===== src/rtl/branch_unit_pkg.sv =====
// Shared branch-unit definitions: BHT counter states, branch funct3 encodings
// and the 2-bit saturating counter update.
package branch_unit_pkg;

    localparam logic [1:0] SNT = 2'b00;
    localparam logic [1:0] WNT = 2'b01;
    localparam logic [1:0] WT  = 2'b10;
    localparam logic [1:0] ST  = 2'b11;

    localparam logic [1:0] BHT_RESET = WNT;

    localparam logic [2:0] F3_BEQ  = 3'b000;
    localparam logic [2:0] F3_BNE  = 3'b001;
    localparam logic [2:0] F3_BLT  = 3'b100;
    localparam logic [2:0] F3_BGE  = 3'b101;
    localparam logic [2:0] F3_BLTU = 3'b110;
    localparam logic [2:0] F3_BGEU = 3'b111;

    function automatic logic [1:0] bht_next(input logic [1:0] cnt, input logic taken);
        if (taken) return (cnt == ST)  ? ST  : cnt + 2'd1;
        else       return (cnt == SNT) ? SNT : cnt - 2'd1;
    endfunction

endpackage


===== src/rtl/branch_unit_cond_eval.sv =====
// Combinational RV32I branch condition evaluator; taken is 0 for illegal funct3.
module br_cond_eval
    import branch_unit_pkg::*;
#(
    parameter int XLEN = 32
) (
    input  logic [2:0]      funct3,
    input  logic [XLEN-1:0] a,
    input  logic [XLEN-1:0] b,
    output logic            taken,
    output logic            legal
);

    always_comb begin
        taken = 1'b0;
        legal = 1'b1;
        case (funct3)
            F3_BEQ:  taken = (a == b);
            F3_BNE:  taken = (a != b);
            F3_BLT:  taken = ($signed(a) <  $signed(b));
            F3_BGE:  taken = ($signed(a) >= $signed(b));
            F3_BLTU: taken = (a <  b);
            F3_BGEU: taken = (a >= b);
            default: legal = 1'b0;
        endcase
    end

endmodule


===== src/rtl/branch_unit.sv =====
// EX-stage branch resolution with a PC-indexed 2-bit BHT for IF prediction
// and branch / misprediction performance counters.
module branch_unit
    import branch_unit_pkg::*;
#(
    parameter int XLEN        = 32,
    parameter int BHT_ENTRIES = 64,
    parameter int CNT_W       = 32
) (
    input  logic             clk,
    input  logic             rst,
    input  logic [31:0]      if_pc,
    output logic             if_pred_taken,
    input  logic             ex_is_branch,
    input  logic [2:0]       ex_funct3,
    input  logic [XLEN-1:0]  ex_a,
    input  logic [XLEN-1:0]  ex_b,
    input  logic [31:0]      ex_pc,
    input  logic             ex_pred_taken,
    input  logic             ex_stall,
    output logic             ex_taken,
    output logic             ex_mispredict,
    output logic [CNT_W-1:0] br_count,
    output logic [CNT_W-1:0] mispred_count
);

    localparam int IDX_W = $clog2(BHT_ENTRIES);

    logic [BHT_ENTRIES-1:0][1:0] bht;
    logic [IDX_W-1:0]            if_idx;
    logic [IDX_W-1:0]            ex_idx;
    logic                        cond_taken;
    logic                        cond_legal;
    logic                        resolve;
    logic                        unused_pc_bits;

    br_cond_eval #(.XLEN(XLEN)) u_cond (
        .funct3 (ex_funct3),
        .a      (ex_a),
        .b      (ex_b),
        .taken  (cond_taken),
        .legal  (cond_legal)
    );

    // Word-aligned PCs: bits [1:0] and anything above the index never select an entry.
    assign if_idx = if_pc[IDX_W+1:2];
    assign ex_idx = ex_pc[IDX_W+1:2];
    assign unused_pc_bits = ^{if_pc[31:IDX_W+2], if_pc[1:0], ex_pc[31:IDX_W+2], ex_pc[1:0]};

    assign ex_taken      = ex_is_branch & cond_legal & cond_taken;
    assign resolve       = ex_is_branch & cond_legal & ~ex_stall;
    assign ex_mispredict = resolve & (ex_taken != ex_pred_taken);

    // No bypass: a same-cycle update to if_idx shows up one cycle later.
    assign if_pred_taken = bht[if_idx][1];

    always_ff @(posedge clk) begin
        if (rst) begin
            bht           <= {BHT_ENTRIES{BHT_RESET}};
            br_count      <= '0;
            mispred_count <= '0;
        end else if (resolve) begin
            bht[ex_idx] <= bht_next(bht[ex_idx], ex_taken);
            br_count    <= br_count + CNT_W'(1);
            if (ex_mispredict)
                mispred_count <= mispred_count + CNT_W'(1);
        end
    end

endmodule


===== config.mk =====
export PLATFORM = sky130hd
export DESIGN_NAME = branch_unit
export DESIGN_NICKNAME = d
export VERILOG_FILES = /design/src/rtl/branch_unit_pkg.sv /design/src/rtl/branch_unit_cond_eval.sv /design/src/rtl/branch_unit.sv
export SDC_FILE = /design/constraint.sdc
export NUM_CORES = 1
export LEC_CHECK = 0
export ABC_AREA = 1
export BUFFER_PORTS_ARGS = -buffer_cell sky130_fd_sc_hd__buf_2
export CAP_MARGIN = 20
export CORE_UTILIZATION = 35
export DETAILED_ROUTE_END_ITERATION = 12
export HOLD_SLACK_MARGIN = 0.02
export PLACE_DENSITY = 0.61
export SLEW_MARGIN = 20
export SYNTH_ARGS = -nofsm -noshare
export SYNTH_HDL_FRONTEND = slang
export SYNTH_SLANG_ARGS = --single-unit

===== constraint.sdc =====
create_clock -name clk -period 2.1 [get_ports clk]
set_clock_uncertainty 0.1 [all_clocks]
set_input_delay 0.105 -clock clk [delete_from_list [all_inputs] [get_ports clk]]
set_output_delay 0.105 -clock clk [all_outputs]
set_load 0.02 [all_outputs]

==> flow_summary.ini, run 1 <==
[outcome]
status = complete, but fails checks
violations = negative setup slack

[synth]
syn_area_per_cell_um2 = 6.28
syn-num-nets = 1987
synth_area_leaders = dfxtp_1 34%, inv_1 13%, nand2_1 12%, a21oi_1 7.9%, nor2_1 6.4%
yosys.cell_types.count = 45
yosysWarnings = 0
syn_area_um2 = 11400
synth_seq_cells = 192
synth_top_cell_area_share_pct = 33.7
yosysTopAreaCell = dfxtp_1
async_flop_share_pct = 0
synthCells = 1817
synth_edf_count = 0
synth-main-ff-cell = dfxtp_1
seq_area_frac_synth_pct = 33.7

[layout]
mostFrequentLayoutCells = 372 x inv_1, 303 x nand2_1, 176 x dfxtp_1, 168 x a21oi_1, 163 x nor2_1
fillers = 3050
syn_to_final_growth_pct = 44.8
fin_nets = 2310
num_antenna_cells = 0
fin_area_um2 = 16500
mostFrequentLayoutCell = inv_1
final_layout_size_suffix_gt1_share_pct = 33.0

[die]
start_util_pct = 35.9
io_pins = 203
rows = 65
die_h_um = 182
dieArea_um2 = 33300
core_um2 = 31800
die_w_um = 182

[timing]
relSlewSlack_pct = 52.4
hold_violations = 0
worst_pin_slew_ps = 714
fin_crit_sh_pct = 107
period_needed_ps = 2250
slew_viol_final = 0
fin_ws_ps = -151
setup_violations = 143
fin_hold_ws_ps = 57.1
grt_setup_unrepaired = yes
timing.fmax_mhz = 444

[detailed_routing]
drt-initial-drc-count = 1015
finalWirelength_um = 41500
dr.pass1.iters = 7
drcViolationCount = 0
drtAntennaViolNets = 0
wl_per_cell_um = 16.0
vias = 13300
vias_per_cell = 5.13

[clock_tree]
cts_tree = done
cts-root-buf = clkbuf_16
h-tree-depth = 4
numCtsBuffers = 17
clk_latency_ps = 460
clk_pin_slew_ps = 80
cts.sinks = 192
clockBufferDepth = 2

[critical_path]
endpoint_kind = register
critPathMaxStageDelay_ps = 270
start_kind = primary input
cp_data_required_time_ps = 2400
r2r_cells = 11
critPathMaxFanout = 14
r2r-start = bht[78]
path_class = primary input to register
crit_top_cell = nand2_1
worstPathArrival_ps = 2560
slowest_stage = nand2_4
ff2ff_setup_slack_ps = -150
worstPathCellList = buf_2, inv_2, buf_4, nand3_2, inv_2, buf_4, a21oi_1, nand3_1, nand2_1, nand4_1, nor2_2, buf_4, nand2_1, nand2_4, clkbuf_16, nand2_1, nand2_1
r2r_end = bht[78]

[placement]
post_dp_cell_area_um2 = 13700
hpwl_um = 25900
gp_congestion = 0.875
port_buffers = 150

[pwr]
peakVddDrop_v = 0.000592
p_per_area_nw_per_um2 = 519
p_leak_nw = 7.60

[run]
drv_cap = 0

[min_path]
min_path_cells = 5
min_path_type = primary input to register
min_from = ex_stall
hold_end = br_count[2]

[grt]
grt_pass1_vias = 11800
grt.total_usage_pct = 22.3
grt_max_degree = 141
antenna_found_initial = 0
grt-ovfl-total = 0
grt_pass1_wl_um = 59100
[Yosys cell counts (2+ instances only)]
cell,n
o31ai_1,2
nor2_1,194
nand4_1,44
nor2_2,6
clkinv_1,3
buf_4,2
clkbuf_1,42
ha_1,34
nand2_4,2
nor3_1,34
o21ai_2,2
inv_2,10
a22oi_1,11
o221ai_1,4
dfxtp_1,192
o21ai_1,62
a221oi_1,9
nor4_1,8
o211ai_1,6
nor3_2,2
nand2_1,371
buf_6,13
nand3_1,60
xor2_1,2
nand3b_1,3
o22ai_1,24
a21oi_1,179
o2111ai_1,4
o21ai_0,69
nand3_2,8
inv_1,396
o21a_1,6
[per-stage QoR]
step           TNS, ps  power [mW]  cells  util, %  worst slack (ps)
3_3_place_gp    -50090        4.73   2485     43.1              -372
6_report        -10300        8.56   2586     51.9              -151
4_1_cts           -526        8.33   2541     46.9              -129
2_1_floorplan    -76.3        4.29   1817        -             -25.4
3_5_place_dp    -60900        4.74   2485     43.1              -439
5_1_grt         -30430        8.84   2586     51.9              -261
[cell families (layout without fill, tap and decap cells)]
logic type	count (synthesis)	in the layout	synth area share, %
AO/OA/AOI/OAI	384	384	18.5
XOR/XNOR	3	3	0.230
AND/OR/NAND/NOR	737	739	27.5
flip-flops	192	192	33.7
buffers and inverters	467	799	16.3
adder cells (fa/ha/maj)	34	34	3.73
[what timing repair did]
action | CTS | global route
gates cloned | 0 | 24
gates resized for setup | 92 | 286
pin swaps | 61 | 121
buffers inserted | 26 | 26
endpoints found under the setup margin | 19 | 173
hold buffers | 1 | 0
hold endpoints to repair | 1 | 0
[power by group]
part           internal (mW)  switching (mW)  total (mW)
clock                   2.04            1.52        3.56
sequential              3.65         0.00841        3.66
combinational          0.551           0.789        1.34
total                   6.25            2.32        8.56
[sequential cells by signal, indices dropped and copies added (netlist names)]
signal,cells
bht,128
br_count,32
mispred_count,32
[cell type report]
type | count | area, um^2 | area share (%)
multi-input combinational | 1160 | 7010 | 42.5
sequential | 192 | 3870 | 23.4
timing repair buffer | 360 | 2930 | 17.8
inverter | 409 | 1540 | 9.33
tap | 435 | 544 | 3.30
clock buffer | 20 | 457 | 2.77
clock inverter | 10 | 161 | 0.978
[metal layers]
| layer | GRT usage, % | part of all wire (%) |
|---|---|---|
| met1 | 28.1 | 41 |
| met2 | 38.3 | 47 |
| met3 | 3.57 | 7.5 |
| met4 | 8.13 | 3.6 |
| met5 | 0 | 0 |
[how the worst max path moves through the flow]
stage / start / endpoint / slack [ps] / cells after the start
after floorplan: ex_b[7] / mispred_count[22] / -30 / 20
after global placement: ex_b[25] / mispred_count[28] / -370 / 19
after detailed placement: ex_pc[2] / bht[121] / -440 / 17
after CTS: bht[67] / if_pred_taken / -130 / 8
after global routing: ex_b[11] / ex_mispredict / -260 / 19
final: ex_pc[2] / bht[78] / -150 / 17
[worst max-delay path: cells and delay by family]
| family | cells | cell delay, ps |
|---|---|---|
| AND/OR/NAND/NOR | 9 | 1130 |
| buffers and inverters | 7 | 1090 |
| AO/OA/AOI/OAI | 1 | 220 |
No activity file was read; power rests on OpenSTA's default activity.
==> run 2: changes to the inputs <==
--- a/config.mk
+++ b/config.mk
@@ -8,6 +8,7 @@
 export ABC_AREA = 1
 export BUFFER_PORTS_ARGS = -buffer_cell sky130_fd_sc_hd__buf_2
 export CAP_MARGIN = 20
+export CORE_ASPECT_RATIO = 0.8
 export CORE_UTILIZATION = 35
 export DETAILED_ROUTE_END_ITERATION = 12
 export HOLD_SLACK_MARGIN = 0.02
@@ -16,3 +17,4 @@
 export SYNTH_ARGS = -nofsm -noshare
 export SYNTH_HDL_FRONTEND = slang
 export SYNTH_SLANG_ARGS = --single-unit
+export TNS_END_PERCENT = 1
==> run 2 against run 1 <==
  * The run still ends with negative setup slack left
  * Design area decreased by 5.8%
  * Critical path depth shrank 2
  * Worst hold slack better by 1.5 ps
  * Utilization down 2.9 points
  * Wire length is 2.5% lower
  * Largest power group unchanged
==> flow_summary.ini, run 2 (synthesized netlist as in run 1, its figures left out) <==
[min_path]
min_path_type = primary input to register

[critical_path]
critPathLaunch = bht[82]
r2r_end = bht[28]
start_kind = register
ff2ff_setup_slack_ps = -210
path_class = register to register
r2r-start = bht[82]
r2r_cells = 15
worstPathArrival_ps = 2550
cp_data_required_time_ps = 2330
critPathMaxFanout = 8
endpoint_kind = register
worstSetupEndpoint = bht[28]

[layout]
fillers = 3210
largest_reg_flops = 128
area.sequential_um2 = 3860
utilization_pct = 49.0
reg_top3 = bht: 128 flops, br_count: 32 flops, mispred_count: 32 flops
final_layout_size_suffix_gt1_share_pct = 27.2
mostFrequentLayoutCell = inv_1
syn_to_final_growth_pct = 36.4
fin_nets = 2293
num_antenna_cells = 0
top_register = bht
multiInputGateArea_um2 = 6530
mostFrequentLayoutCells = 389 x inv_1, 342 x nand2_1, 179 x dfxtp_1, 170 x a21oi_1, 169 x nor2_1

[pwr]
p_per_area_nw_per_um2 = 532
p_int_mw = 5.91
p_seq_share_pct = 44.2
comb_power_share_pct = 14.6
p_leak_nw = 7.08
peakVddDrop_v = 0.000511
p_sw_mw = 2.37
sw_frac_of_total_pct = 28.6
clockPowerShare_pct = 41.2

[clock_tree]
cts-root-buf = clkbuf_16
cts_tree = done
clockBufferDepth = 2
cts.sinks = 192
h-tree-depth = 4
numCtsBuffers = 17
clk_latency_ps = 450
clk_pin_slew_ps = 80

[timing]
fin_hold_ws_ps = 58.6
timing.fmax_mhz = 432
worst_pin_slew_ps = 609
relSlewSlack_pct = 59.4
hold_violations = 0
period_needed_ps = 2310
slew_viol_final = 0
setup_violations = 140
fin_ws_ps = -215
grt_setup_unrepaired = yes
fin_crit_sh_pct = 110

[placement]
gp_congestion = 0.887
port_buffers = 150
hpwl_um = 27400

[grt]
grt_max_degree = 132
grt_pass1_wl_um = 59500
grt_pass1_vias = 11500
grt.total_usage_pct = 22.6
grt-ovfl-total = 0
antenna_found_initial = 0

[die]
die_h_um = 163
core_um2 = 31700
io_pins = 203
dieArea_um2 = 33300
die_w_um = 204
start_util_pct = 36.0
rows = 58

[outcome]
status = complete, but fails checks
violations = negative setup slack

[detailed_routing]
drtAntennaViolNets = 0
finalWirelength_um = 40400
vias_per_cell = 5.05
vias = 12900
dr.pass1.iters = 5
drcViolationCount = 0
drt-initial-drc-count = 973
wl_per_cell_um = 15.8

[run]
drv_cap = 0
## run 2: changes by cell type in the layout (fill, tap and decap cells not counted), sizes merged
cell / change
clkinv: +1
inv: +6
clkbuf: -13
bufinv: -2
dlygate4sd3: +1
buf: -6
clkinvlp: -1
nand2: -1
## run 2: cell type report
cell class,count,area share (%)
Clock inverter,14,0.982
Timing Repair Buffer,344,16.2
Clock buffer,18,2.76
Sequential cell,192,24.9
Inverter,409,9.89
Multi-Input combinational cell,1159,42.0
Tap cell,420,3.38
## run 2: how the worst min path moves through the flow
stage	start	to	slack (ps)	depth (start not counted)
after floorplan	ex_stall	br_count[2]	190	3
after global placement	rst	br_count[19]	330	2
after detailed placement	rst	br_count[19]	330	2
after CTS	ex_stall	br_count[2]	40	5
after global routing	ex_stall	br_count[2]	70	5
final	ex_stall	br_count[2]	60	5
## run 2: worst max-delay path, cell delays in order, from the launching register on
cell and delay [ps]:
dfxtp_2 340, inv_1 50, o22ai_2 160, nor2_1 80, nand4_1 110, nand2_1 90, nand4_1 110, buf_4 150
nor2_2 50, buf_4 140, buf_6 120, o21ai_4 210, nand2_8 150, clkbuf_16 220, nand2_1 60, nand2_1 40
## run 2: stage by stage
step / setup slack (ps) / area (um^2) / setup TNS [ps] / instances / total power [mW]
finish: -215 / 15500 / -21620 / 2556 / 8.27
global route: -287 / 15500 / -37830 / 2556 / 8.57
CTS: -152 / 14600 / -5690 / 2537 / 8.15
detailed placement: -540 / 13800 / -75670 / 2499 / 4.73
global placement: -513 / 13800 / -71750 / 2499 / 4.72
floorplan: -93.5 / 11400 / -8810 / 1817 / 4.28
## run 2: per-layer routing
layer,vias up,wire [um],global-route usage (%)
met1,5921,18200,31.5
met2,522,17900,36.1
li1,6404,-,-
met3,64,3570,3.51
met5,-,0,0
met4,0,788,5.64
## run 2: timing repair
action	in CTS	in global routing
buffers inserted	4	10
hold endpoints to repair	10	0
gates resized for setup	59	171
hold buffers	2	0
setup endpoints to repair	141	178
cloned	0	9
pin swaps	19	52
## run 2: power groups by stage
stage | Sequential [mW] | Clock [mW] | Combinational, mW
2_1_floorplan | 3.75 | 0 | 0.535
3_3_place_gp | 3.74 | 0 | 0.975
3_5_place_dp | 3.74 | 0 | 0.990
4_1_cts | 3.66 | 3.46 | 1.04
5_1_grt | 3.66 | 3.61 | 1.30
6_report | 3.66 | 3.40 | 1.21
==> run 3: changes to the inputs <==
==> constraint.sdc (replaced) <==
create_clock -name clk -period 2.1 [get_ports clk]
set_clock_uncertainty 0.1 [all_clocks]
set_input_delay 0.525 -clock clk [delete_from_list [all_inputs] [get_ports clk]]
set_output_delay 0.525 -clock clk [all_outputs]
set_load 0.02 [all_outputs]
==> run 3 against run 2 <==
  * The flow still finishes with violations (negative setup slack)
  * Clock-buffer cell count increased by 1
  * Setup slack got worse by 710 ps
  * Die area unchanged
  * Non-clock buffer count is 21 higher
  * Global-route usage is 0.081 points higher
  * Combinational power is 3% lower
  * Flip-flop and latch count did not move
  * Highest routed layer unchanged
  * Sequential share of layout area increased by 0.084 points
  * Register-to-register slack worse by 60 ps
  * Sequential power hardly changed
  * Wire length decreased by 4.3%
==> flow_summary.ini, run 3 (synthesized netlist as in run 1, its figures left out) <==
[outcome]
status = complete, but fails checks
violations = negative setup slack

[detailed_routing]
route.met2.wl_um = 17200
dr.pass1.iters = 8
vias = 12700
drt-initial-drc-count = 945
drtAntennaViolNets = 0
vias_per_cell = 4.94
topRoutingLayerUsed = met4
drcViolationCount = 0
wl_met3_um = 2880
finalWirelength_um = 38700
wl_per_cell_um = 15.0
wl_met1_um = 17700

[critical_path]
path_class = primary input to output port
worstSetupEndpoint = ex_mispredict
r2r_cells = 15
r2r_end = mispred_count[28]
critPathLaunch = ex_a[29]
endpoint_kind = output port
start_kind = primary input
cp_data_required_time_ps = 1470
worstPathArrival_ps = 2400
critPathMaxFanout = 3
ff2ff_setup_slack_ps = -270
r2r-start = mispred_count[1]

[pwr]
sw_frac_of_total_pct = 26.8
p_sw_mw = 2.26
p_seq_share_pct = 43.3
p_per_area_nw_per_um2 = 548
p_int_mw = 6.19
peakVddDrop_v = 0.000546
p_leak_nw = 7.08
comb_power_share_pct = 13.8
power.total_mw = 8.45
clockPowerShare_pct = 42.9

[clock_tree]
clk_latency_ps = 450
numCtsBuffers = 17
cts-root-buf = clkbuf_16
h-tree-depth = 4
clockBufferDepth = 2
cts.sinks = 192
clk_pin_slew_ps = 80
cts_tree = done
holdBufCountCts = 0

[placement]
gp_congestion = 0.935
post_dp_cell_area_um2 = 14200
hpwl_um = 28200
port_buffers = 150

[grt]
antenna_found_initial = 0
grt_max_degree = 61
grt-ovfl-total = 0
grt.total_usage_pct = 22.7
grt_pass1_vias = 11700
grt_pass1_wl_um = 59600

[layout]
mostFrequentLayoutCells = 385 x inv_1, 355 x nand2_1, 195 x buf_4, 190 x dfxtp_1, 179 x nor2_1
top_register = bht
utilization_pct = 48.6
num_antenna_cells = 0
multiInputGateArea_um2 = 6210
largest_reg_flops = 128
area.sequential_um2 = 3850
fillers = 3254
final_layout_size_suffix_gt1_share_pct = 24.6
reg_top3 = bht: 128 flops, br_count: 32 flops, mispred_count: 32 flops
syn_to_final_growth_pct = 35.2
mostFrequentLayoutCell = inv_1
fin_nets = 2313
fin_area_um2 = 15400

[timing]
setup_violations = 168
fin_crit_sh_pct = 144
hold_violations = 0
timing.fmax_mhz = 331
relSlewSlack_pct = 68.0
grt_setup_unrepaired = yes
fin_ws_ps = -923
worst_pin_slew_ps = 480
period_needed_ps = 3020
slew_viol_final = 0

[die]
start_util_pct = 36.0
io_pins = 203
rows = 58
core_um2 = 31700
dieArea_um2 = 33300
die_h_um = 163
die_w_um = 204

[min_path]
min_path_type = register to register
min_from = br_count[31]

[run]
drv_cap = 0
[run 3: layout make-up]
cell class | instances | share of cell area (%)
well taps | 420 | 3.41
clock inverters | 11 | 1.16
clock buffers | 19 | 2.94
flip-flops and latches | 192 | 24.9
inverters | 409 | 10.0
repair buffers | 365 | 17.2
multi-input cells | 1158 | 40.3
[run 3: repair_timing]
action | 4_1_cts | 5_1_grt
gates resized for setup | 61 | 57
buffers inserted | 6 | 2
endpoints found under the setup margin | 175 | 176
pin swaps | 24 | 22
[run 3: critical path: stages]
cell	delay (ps)
buf_2	100
ha_1	300
a21oi_1	170
o21a_1	130
nand2_1	60
a21oi_2	180
buf_4	160
nand3_2	80
nand3_2	80
nand2_1	60
nand3_2	120
nand2_2	90
nand2_4	90
nand3_4	70
inv_2	70
buf_6	110
[run 3: metal layers]
metal | vias up | track usage [%]
li1 | 6425 | -
met1 | 5799 | 30.5
met2 | 441 | 36.8
met3 | 61 | 3.93
met4 | 0 | 6.87
met5 | - | 0
[run 3: worst min path at each step]
stage	depth (start not counted)	end
CTS	2	bht[102]
global route	2	bht[90]
floorplan	2	bht[44]
global placement	1	br_count[31]
detailed placement	2	bht[102]
finish	1	br_count[31]
[run 3: power groups by stage]
stage	sequential (mW)	clock (mW)	combinational, mW
2_1_floorplan	3.75	0	0.560
3_3_place_gp	3.74	0	1.03
3_5_place_dp	3.74	0	1.04
4_1_cts	3.66	3.70	1.11
5_1_grt	3.66	3.85	1.27
6_report	3.66	3.63	1.17
[run 3: stage by stage]
step           hold WS, ps  cells  TNS, ps  worst slack [ps]
5_1_grt                385   2574   -89740             -1070
6_report               372   2574   -64650              -923
4_1_cts                372   2572   -56540              -886
3_3_place_gp           336   2536  -148500             -1040
3_5_place_dp           355   2536  -155970             -1080
2_1_floorplan          340   1817   -75450              -549
